==> config.mk <==
export PLATFORM = sky130hd
export DESIGN_NAME = rotor_stepper
export DESIGN_NICKNAME = d
export VERILOG_FILES = /design/src/rtl/rotor_stepper.sv
export SDC_FILE = /design/constraint.sdc
export NUM_CORES = 1
export LEC_CHECK = 0
export CORE_ASPECT_RATIO = 0.75
export CORE_MARGIN = 2
export CORE_UTILIZATION = 43
export CTS_BUF_LIST = sky130_fd_sc_hd__clkbuf_8
export CTS_CLUSTER_DIAMETER = 80
export CTS_CLUSTER_SIZE = 28
export DETAILED_ROUTE_END_ITERATION = 16
export GPL_ROUTABILITY_DRIVEN = 0
export PLACE_DENSITY = 0.8
export SYNTH_ARGS = -nofsm -noshare
export SYNTH_HDL_FRONTEND = slang
export SYNTH_SLANG_ARGS = --single-unit
==> constraint.sdc <==
create_clock -name clk -period 1.4 [get_ports clk]
set_input_delay 0.14 -clock clk [delete_from_list [all_inputs] [get_ports clk]]
set_output_delay 0.14 -clock clk [all_outputs]
set_load 0.005 [all_outputs]
==> src/rtl/rotor_stepper.sv <==
`default_nettype none
// ============================================================================
// Module   : rotor_stepper
// Brief    : Rotor position engine; advances NUM_ROTORS positions once per
//            accepted keypress using per-rotor notches. Optional macro
//            ROTOR_DOUBLE_STEP_EN selects Enigma double stepping instead of
//            a plain base-ALPHA odometer carry.
// Revision : 1.0 - initial release
// ============================================================================
module rotor_stepper #(
  parameter int NUM_ROTORS = 3,
  parameter int ALPHA      = 26,
  parameter int POS_W      = 5
) (
  input  logic                        clk,
  input  logic                        rst,
  input  logic                        load,
  input  logic [NUM_ROTORS*POS_W-1:0] start_pos,
  input  logic [NUM_ROTORS*POS_W-1:0] notch_pos,
  input  logic                        key_valid,
  output logic                        key_ready,
  output logic                        step_done,
  output logic [NUM_ROTORS*POS_W-1:0] pos_out,
  output logic                        cfg_err
);

  localparam int                c_w     = NUM_ROTORS * POS_W;
  localparam logic [POS_W:0]    c_alpha = (POS_W+1)'(ALPHA);
  localparam logic [POS_W-1:0]  c_last  = POS_W'(ALPHA - 1);

  typedef enum logic [0:0] {
    ST_IDLE = 1'b0,
    ST_STEP = 1'b1
  } state_t;

  state_t                  r_state;
  state_t                  w_state_nxt;
  logic [c_w-1:0]          r_pos;
  logic [c_w-1:0]          r_notch;
  logic                    r_cfg_err;
  logic                    r_step_done;

  logic [NUM_ROTORS-1:0]   w_at;
  logic [NUM_ROTORS-1:0]   w_step;
  logic [NUM_ROTORS-1:0]   w_bad;
  logic [c_w-1:0]          w_pos_stepped;
  logic [c_w-1:0]          w_pos_load;
  logic                    w_cfg_err;
  logic                    w_unused;

  generate
    for (genvar i = 0; i < NUM_ROTORS; i++) begin : g_rotor
      logic [POS_W-1:0] w_p;
      logic [POS_W-1:0] w_n;
      logic [POS_W-1:0] w_s;
      logic             w_start_bad;
      logic             w_notch_bad;

      assign w_p     = r_pos[i*POS_W +: POS_W];
      assign w_n     = r_notch[i*POS_W +: POS_W];
      assign w_s     = start_pos[i*POS_W +: POS_W];
      assign w_at[i] = (w_p == w_n);

      if (i == 0) begin : g_fast
        assign w_step[i] = 1'b1;
      end else begin : g_carry
`ifdef ROTOR_DOUBLE_STEP_EN
        // A middle rotor sitting on its own notch drags itself along with
        // its left neighbour; the slowest rotor has no pawl to do that.
        if (i <= NUM_ROTORS - 2) begin : g_middle
          assign w_step[i] = w_at[i-1] | w_at[i];
        end else begin : g_slow
          assign w_step[i] = w_at[i-1];
        end
`else
        assign w_step[i] = w_step[i-1] & w_at[i-1];
`endif
      end

      assign w_pos_stepped[i*POS_W +: POS_W] =
        !w_step[i]       ? w_p :
        (w_p == c_last)  ? '0  : w_p + 1'b1;

      assign w_start_bad = ({1'b0, w_s} >= c_alpha);
      assign w_notch_bad = ({1'b0, notch_pos[i*POS_W +: POS_W]} >= c_alpha);
      assign w_pos_load[i*POS_W +: POS_W] = w_start_bad ? '0 : w_s;
      assign w_bad[i] = w_start_bad | w_notch_bad;
    end
  endgenerate

  assign w_cfg_err = |w_bad;
  // The slowest rotor's notch never influences any step decision.
  assign w_unused  = w_at[NUM_ROTORS-1];

  always_ff @(posedge clk) begin
    if (rst) begin
      r_state <= ST_IDLE;
    end else begin
      r_state <= w_state_nxt;
    end
  end

  always_comb begin
    w_state_nxt = r_state;
    if (load) begin
      w_state_nxt = ST_IDLE;
    end else begin
      case (r_state)
        ST_IDLE: if (key_valid) w_state_nxt = ST_STEP;
        ST_STEP: w_state_nxt = ST_IDLE;
        default: w_state_nxt = ST_IDLE;
      endcase
    end
  end

  always_ff @(posedge clk) begin
    if (rst) begin
      r_pos       <= '0;
      r_notch     <= '0;
      r_cfg_err   <= 1'b0;
      r_step_done <= 1'b0;
    end else if (load) begin
      r_pos       <= w_pos_load;
      r_notch     <= notch_pos;
      r_cfg_err   <= w_cfg_err;
      r_step_done <= 1'b0;
    end else begin
      r_step_done <= (r_state == ST_STEP);
      if (r_state == ST_STEP) begin
        r_pos <= w_pos_stepped;
      end
    end
  end

  assign key_ready = (r_state == ST_IDLE);
  assign step_done = r_step_done;
  assign pos_out   = r_pos;
  assign cfg_err   = r_cfg_err;

endmodule
`default_nettype wire

==> results of run 1 <==
[power by group through the flow]
stage	sequential (mW)	clock, mW	combinational (mW)
finish	0.902	0.445	0.603
global route	0.910	0.485	0.654
global placement	0.911	0	0.540
detailed placement	0.912	0	0.550
CTS	0.898	0.453	0.580
floorplan	0.921	0	0.225
[what timing repair did]
action                                  CTS  global route
endpoints found under the hold margin     0             0
buffers inserted                          3             0
pin swaps                                15             7
resized for setup                        33            21
endpoints found under the setup margin   26            23
[cell type report]
| class | count | share of cell area [%] |
|---|---|---|
| Tap cell | 52 | 2.468 |
| Timing Repair Buffer | 93 | 32.04 |
| Clock buffer | 3 | 1.566 |
| Sequential cell | 28 | 22.40 |
| Multi-Input combinational cell | 142 | 39.68 |
| Inverter | 12 | 1.709 |
| Clock inverter | 1 | 0.1424 |
[registers in the layout, summed over array words and instances, names as in the netlist]
signal     count
cfg_err        1
pos_out       15
r_notch       10
r_state        1
step_done      1
[routing by layer]
layer | track usage [%] | vias up | part of all wire [%]
met2 | 35.08 | 54 | 46
met4 | 4.156 | 0 | 0.71
met1 | 31.87 | 830 | 48
li1 | - | 875 | -
met5 | 0 | - | 0
met3 | 4.309 | 6 | 5.0
[worst max-delay path, delay by kind of cell (launching register included)]
family                    cells  cell delay [ns]
DFF                           1             0.37
xor gates and xnor gates      1             0.12
AOI/OAI and AO/OA             1             0.12
and+or+nand+nor               3             0.81
[how the worst max path moves through the flow]
stage,start,endpoint,slack [ns]
global placement,load,cfg_err$_SDFFE_PP0P_,-0.16
finish,pos_out[0]$_SDFFE_PP0P_,pos_out[9]$_SDFFE_PP0P_,-0.1
detailed placement,load,pos_out[5]$_SDFFE_PP0P_,-0.22
floorplan,pos_out[1]$_SDFFE_PP0P_,pos_out[9]$_SDFFE_PP0P_,-0.07
CTS,pos_out[0]$_SDFFE_PP0P_,pos_out[9]$_SDFFE_PP0P_,-0.06
global route,pos_out[0]$_SDFFE_PP0P_,pos_out[9]$_SDFFE_PP0P_,-0.18
[cell families after synthesis]
kind of cell               Yosys count  synth area share (%)
AOI/OAI and AO/OA                   52                 23.35
xor gates and xnor gates            14                 7.784
adders and majority gates            6                 4.766
buffers and inverters               19                 4.686
DFF                                 28                 35.58
muxes                               10                 6.355
and+or+nand+nor                     60                 17.48
[Yosys cell counts, drive strengths merged (5+ instances only)]
| cell | number |
|---|---|
| dfxtp | 28 |
| nor2 | 23 |
| nand3 | 16 |
| inv | 11 |
| mux2i | 10 |
| o21ai | 10 |
| a211oi | 9 |
| a21oi | 8 |
| nand2 | 8 |
| xnor2 | 8 |
| clkbuf | 6 |
| ha | 6 |
| o211ai | 6 |
| xor2 | 6 |
| nor3 | 5 |
[per-stage QoR]
stage / cells / hold WS [ns] / instance area [sq um]
finish: 331 / 0.4661 / 2636
global placement: 324 / 0.4982 / 2425
CTS: 331 / 0.4463 / 2562
floorplan: 189 / 0.2872 / 1588
global route: 331 / 0.4507 / 2636
detailed placement: 324 / 0.5029 / 2425
==> summary.txt, run 1 <==
Clock tree
  • Num CTS Buffers: 3
  • CTS tree: yes
  • Worst-case clock buffer depth: 2
  • Sink Count: 28
  • Worst-path clk slew: roughly 0.10 ns
  • Hold Buf Count CTS: 0
  • Worst-skew pair later-pin latency: 0.27 ns
  • Clock root buffer: clkbuf_8
  • H-tree levels: 1

Synth
  • Synth area leaders: dfxtp_1 36%, mux2i_1 6.4%, nor2_1 5.5%
  • Area share of the largest cell type after synthesis: a little over a third
  • Seq cells post-synth: 28
  • Post-synth EDFFs: 0
  • Post-Syn Area: roughly 1600 sq um
  • Top FF cell, synth: dfxtp_1
  • Post-synthesis cell type with the largest combined area: dfxtp_1
  • Post-Syn Area per Cell: roughly 8.3 sq um
  • Net Count, Synth: between 200 and 250
  • Ys Warns: 0
  • Ys async rst share: 0%
  • Sequential fraction of the synthesis area: between 30% and 40%
  • Distinct cells, synth: 37
  • Mapped Cells: around 190

Detailed routing
  • Starting DRT DRC Count: between 100 and 150
  • Vias/cell: 5.332
  • DR WL/cell: 13.69 um
  • Antenna Nets Post-Route: 0
  • Initial DRT Pass Iterations: 4
  • WL final: about 4.5 mm
  • DRC viols: 0
  • Vias: ~1,800

Setup path
  • Worst-case reg-to-reg path depth: 5
  • Slowest CP cell: dfxtp_4
  • R2R setup slack: -0.1 ns
  • RR Endpoint: pos_out[9]$_SDFFE_PP0P_
  • CP Class: reg2reg
  • Crit Reg-Reg Startpoint: pos_out[0]$_SDFFE_PP0P_
  • Max incr delay on CP: 0.37 ns
  • Critical Path End Type: flip-flop
  • Required @ worst endpoint: roughly 1.6 ns
  • CP arrival: 1.70 ns
  • Worst Setup Start Kind: flip-flop
  • Crit-path cells: xnor2_2 > nand4_1 > or2_4 > or3_1 > a31oi_1
  • Crit path max fanout: 4

STA
  • Final Max Tran Viols: 0
  • Setup repair after global routing missed its margin: yes
  • Final period util: 106.9%
  • Hold Fails Final Rpt: 0
  • Worst-Margin Slew: around 0.40 ns
  • Setup ws final: -0.09676 ns
  • Setup TNS: -0.3689 ns
  • Slew HR: 72.92%
  • FMAX: 0.6681 GHz
  • Setup-failing EPs final: 9
  • Final min period: about 1.5 ns
  • Setup Skew: between 0.005 and 0.006 ns

Cells and area
  • Most common cell after layout, fill and taps aside: clkdlybuf4s50_1
  • Final core occ: approximately three quarters
  • Area occupied by multi-input gates: 1046 sq um
  • Synthesis-to-layout area growth: 67.36%
  • Most frequent cells in the layout: 40 x clkdlybuf4s50_1, 38 x buf_4, 21 x nor2_1, 15 x nand3_1
  • Nets: 320
  • Diodes inserted: 0
  • Layout cell share with drive strength beyond 1: about 30%
  • Register Area: about 600 sq um
  • Fillcell total: 270

Pwr
  • Clk pwr share: around 23%
  • Peak supply drop: about 0.45 mV
  • Reg power frac: a little under half
  • Internal power: 1.390 mW
  • Pwr dens: around 740 nW/um^2
  • Total power: ~1.9 mW
  • Combinational Power Share: a little under a third
  • Switch share: 28.73%
  • LEAKAGE: between 1 and 1.5 nW
  • Switching pwr: ~0.56 mW

Min path
  • Hold Crit Depth: 2
  • Hold Crit Start: key_valid
  • Hold Path End: r_state$_SDFF_PP0_
  • Hold Crit Class: in2reg

Die
  • Boundary Pins: 52
  • Row cnt: 19
  • Vert. Die Dim: about 56 um
  • Total core area: 3590 sq um
  • Overall die width: ~74 um
  • Full die area: 4169 sq um
  • Initial Util: between 40% and 50%

Run status
  • Run status: finished, violations left
  • Failing checks: setup timing

Placement
  • Setup WS pre-CTS: -0.2205 ns
  • I/O Buffers: 50
  • Detailed placer's ending HPWL: between 3 and 4 mm

Global route
  • GRT Util Overall: between 20 and 25%
  • GRT overflow: 0
  • Vias in the first global route: 1,612
  • First-pass GRT wire length: ~7.3 mm
  • Initial antenna violation count: 0
  • Largest net degree at the start of global routing: 16

Run
  • Max-cap check violation count: 0
Power figures use the tool's default switching activity.
==> run 2: changes to the inputs <==
--- a/config.mk
+++ b/config.mk
@@ -7,13 +7,13 @@
 export LEC_CHECK = 0
 export CORE_ASPECT_RATIO = 0.75
 export CORE_MARGIN = 2
-export CORE_UTILIZATION = 43
+export CORE_UTILIZATION = 34
 export CTS_BUF_LIST = sky130_fd_sc_hd__clkbuf_8
 export CTS_CLUSTER_DIAMETER = 80
 export CTS_CLUSTER_SIZE = 28
 export DETAILED_ROUTE_END_ITERATION = 16
 export GPL_ROUTABILITY_DRIVEN = 0
-export PLACE_DENSITY = 0.8
+export SETUP_SLACK_MARGIN = 0.02
 export SYNTH_ARGS = -nofsm -noshare
 export SYNTH_HDL_FRONTEND = slang
 export SYNTH_SLANG_ARGS = --single-unit
==> summary.txt, run 2 (synthesized netlist as in run 1, its figures left out) <==
Die
  • Row cnt: 21 (+2)
  • Total core area: 4467 sq um (+24%)
  • Initial Util: 35.27% (-8.6 points)
  • Boundary Pins: 52 (unchanged)
  • Full die area: 5199 sq um (+25%)
  • Vert. Die Dim: 62.95 um (+12%)
  • Overall die width: 82.60 um (+12%)

Global route
  • GRT Util Overall: 18.60% (-3.7 points)
  • Largest net degree at the start of global routing: 16 (unchanged)
  • Vias in the first global route: 1,613 (+0.062%)
  • First-pass GRT wire length: 7.617 mm (+4.3%)
  • Gr busiest metal: met1
  • Met1 usage: 28.15% (-3.7 points)
  • Initial antenna violation count: 0 (unchanged)
  • GRT met2 Usage: 27.62% (-7.5 points)
  • GRT overflow: 0 (unchanged)
  • Met3 Use GR: 4.335% (+0.026 points)

STA
  • Final min period: 1.531 ns (+0.03407 ns)
  • Final Max Tran Viols: 0 (unchanged)
  • Slew HR: 69.21% (-3.7 points)
  • Setup repair after global routing missed its margin: yes
  • Setup ws final: -0.1308 ns (-0.03407 ns)
  • Setup Skew: 0.001162 ns (-0.004501 ns)
  • FMAX: 0.6532 GHz (-2.2%)
  • Setup-failing EPs final: 13 (+4)
  • Final period util: 109.3% (+2.4 points)
  • Hold Fails Final Rpt: 0 (unchanged)
  • Worst-Margin Slew: 0.4599 ns (+0.05537 ns)
  • Setup TNS: -0.7065 ns (-0.3377 ns)

Cells and area
  • Final Non-Filler Cells: 342 (+3.3%)
  • Most common cell after layout, fill and taps aside: buf_4
  • Synthesis-to-layout area growth: 66.80%
  • Diodes inserted: 0 (unchanged)
  • Nets: 326 (+1.9%)
  • Most frequent cells in the layout: 48 x buf_4, 41 x clkdlybuf4s50_1, 23 x nor2_1, 16 x nand3_1, 15 x dfxtp_1
  • Max reg flops: 15 (unchanged)
  • Layout cell share with drive strength beyond 1: 27.37% (-2.0 points)

Setup path
  • Crit Reg-Reg Startpoint: pos_out[3]$_SDFFE_PP0P_
  • Crit path max fanout: 4 (unchanged)
  • R2R setup slack: -0.13 ns (-0.03 ns)
  • Crit path capture: pos_out[9]$_SDFFE_PP0P_
  • CP Class: reg2reg
  • Required @ worst endpoint: 1.60 ns (about the same)
  • Critical Path End Type: flip-flop
  • CP arrival: 1.73 ns (+0.03 ns)
  • RR Endpoint: pos_out[9]$_SDFFE_PP0P_
  • Worst Setup Start Kind: flip-flop
  • Worst-case reg-to-reg path depth: 5 (unchanged)
  • Crit path launch: pos_out[3]$_SDFFE_PP0P_

Detailed routing
  • Antenna Nets Post-Route: 0 (unchanged)
  • Vias: 1,716 (-2.8%)
  • Initial DRT Pass Iterations: 4 (unchanged)
  • DR WL/cell: 13.94 um (+1.8%)
  • DRC viols: 0 (unchanged)
  • WL final: 4.766 mm (+5.2%)
  • Starting DRT DRC Count: 91 (-37%)
  • Vias/cell: 5.018 (-5.9%)

Clock tree
  • Worst-case clock buffer depth: 2 (unchanged)
  • Clock root buffer: clkbuf_8
  • H-tree levels: 1 (unchanged)
  • CTS tree: yes
  • Num CTS Buffers: 3 (unchanged)
  • Worst-path clk slew: 0.10 ns (about the same)
  • Sink Count: 28 (unchanged)
  • Worst-skew pair later-pin latency: 0.27 ns (about the same)

Pwr
  • Clk pwr share: 25.5% (+2.7 points)
  • Combinational Power Share: 29.5% (-1.4 points)
  • Switch share: 28.02% (-0.71 points)
  • LEAKAGE: 1.135 nW (-2.0%)
  • Reg power frac: 44.9% (-1.4 points)
  • Switching pwr: 0.5618 mW (+0.30%)
  • Internal power: 1.443 mW (+3.9%)
  • Pwr dens: 763.1 nW/um^2 (+3.2%)
  • Peak supply drop: 0.3751 mV (-17%)

Min path
  • Hold Crit Class: in2reg
  • Hold Crit Depth: 2 (unchanged)

Run status
  • Run status: finished, violations left
  • Failing checks: setup timing

Placement
  • Placed instance count: 334 (+3.1%)
  • Detailed placer's ending HPWL: 3.688 mm (+6.6%)
  • I/O Buffers: 50 (unchanged)

Run
  • Max-cap check violation count: 0 (unchanged)
-- run 2: cell types whose count changed in the layout (fill, tap and decap cells not counted), moves of 2 or more --
cell and delta:
buf_6 -4, xnor2_1 +2, dfxtp_2 -4, inv_2 -2, buf_4 +10, dfxtp_1 +3, dlymetal6s2s_1 -2, xnor2_2 -2
nor2_1 +2
-- run 2: layout make-up --
type,instances,area (sq um)
Sequential cell,28,589.3
Timing Repair Buffer,99,868.3
Clock buffer,4,55.05
Fill cell,419,1839
Tap cell,57,71.32
Multi-Input combinational cell,142,998.5
Inverter,12,45.04
-- run 2: layer usage --
metal / up-vias / routed length [um]
li1: 884 / -
met1: 778 / 2368
met2: 52 / 2066
met3: 2 / 321
met4: 0 / 8
met5: - / 0
-- run 2: how the worst min path moves through the flow --
stage	from	to	slack [ns]
final	key_valid	r_state$_SDFF_PP0_	0.43
after detailed placement	r_notch[0]$_SDFFE_PP0P_	r_notch[0]$_SDFFE_PP0P_	0.51
after floorplan	notch_pos[0]	r_notch[0]$_SDFFE_PP0P_	0.29
after global routing	key_valid	r_state$_SDFF_PP0_	0.43
after global placement	r_notch[7]$_SDFFE_PP0P_	r_notch[7]$_SDFFE_PP0P_	0.50
after CTS	key_valid	r_state$_SDFF_PP0_	0.43
-- run 2: what timing repair did --
item / CTS / global route
pin swaps: 12 / 0
gates resized for setup: 26 / 9
cloned: 0 / 0
hold buffers: 0 / 0
endpoints found under the setup margin: 28 / 23
setup buffers: 4 / 0
-- run 2: worst max-delay path, stage by stage, from the launching register on --
cell     delay (ns)
dfxtp_4        0.37
xnor2_2        0.15
nand4_1        0.15
or2_4          0.28
or3_1          0.31
a31oi_1        0.19
-- run 2: metrics by stage --
| step | util, % | total power, mW | setup slack (ns) | area, sq um | hold slack, ns |
|---|---|---|---|---|---|
| finish | 58.82 | 2.005 | -0.1308 | 2628 | 0.4251 |
| detailed placement | 55.27 | 1.480 | -0.2487 | 2469 | 0.5127 |
| global placement | 55.27 | 1.475 | -0.2101 | 2469 | 0.4997 |
| global route | 58.82 | 2.117 | -0.2068 | 2628 | 0.4280 |
| floorplan | - | 1.146 | -0.06800 | 1588 | 0.2872 |
| CTS | 58.01 | 2.009 | -0.1337 | 2591 | 0.4307 |
-- run 2: power by group through the flow --
| stage | clock (mW) | sequential (mW) | combinational (mW) |
|---|---|---|---|
| 5_1_grt | 0.558 | 0.908 | 0.651 |
| 4_1_cts | 0.525 | 0.901 | 0.583 |
| 2_1_floorplan | 0 | 0.921 | 0.225 |
| 3_3_place_gp | 0 | 0.915 | 0.560 |
| 6_report | 0.512 | 0.901 | 0.592 |
| 3_5_place_dp | 0 | 0.915 | 0.565 |
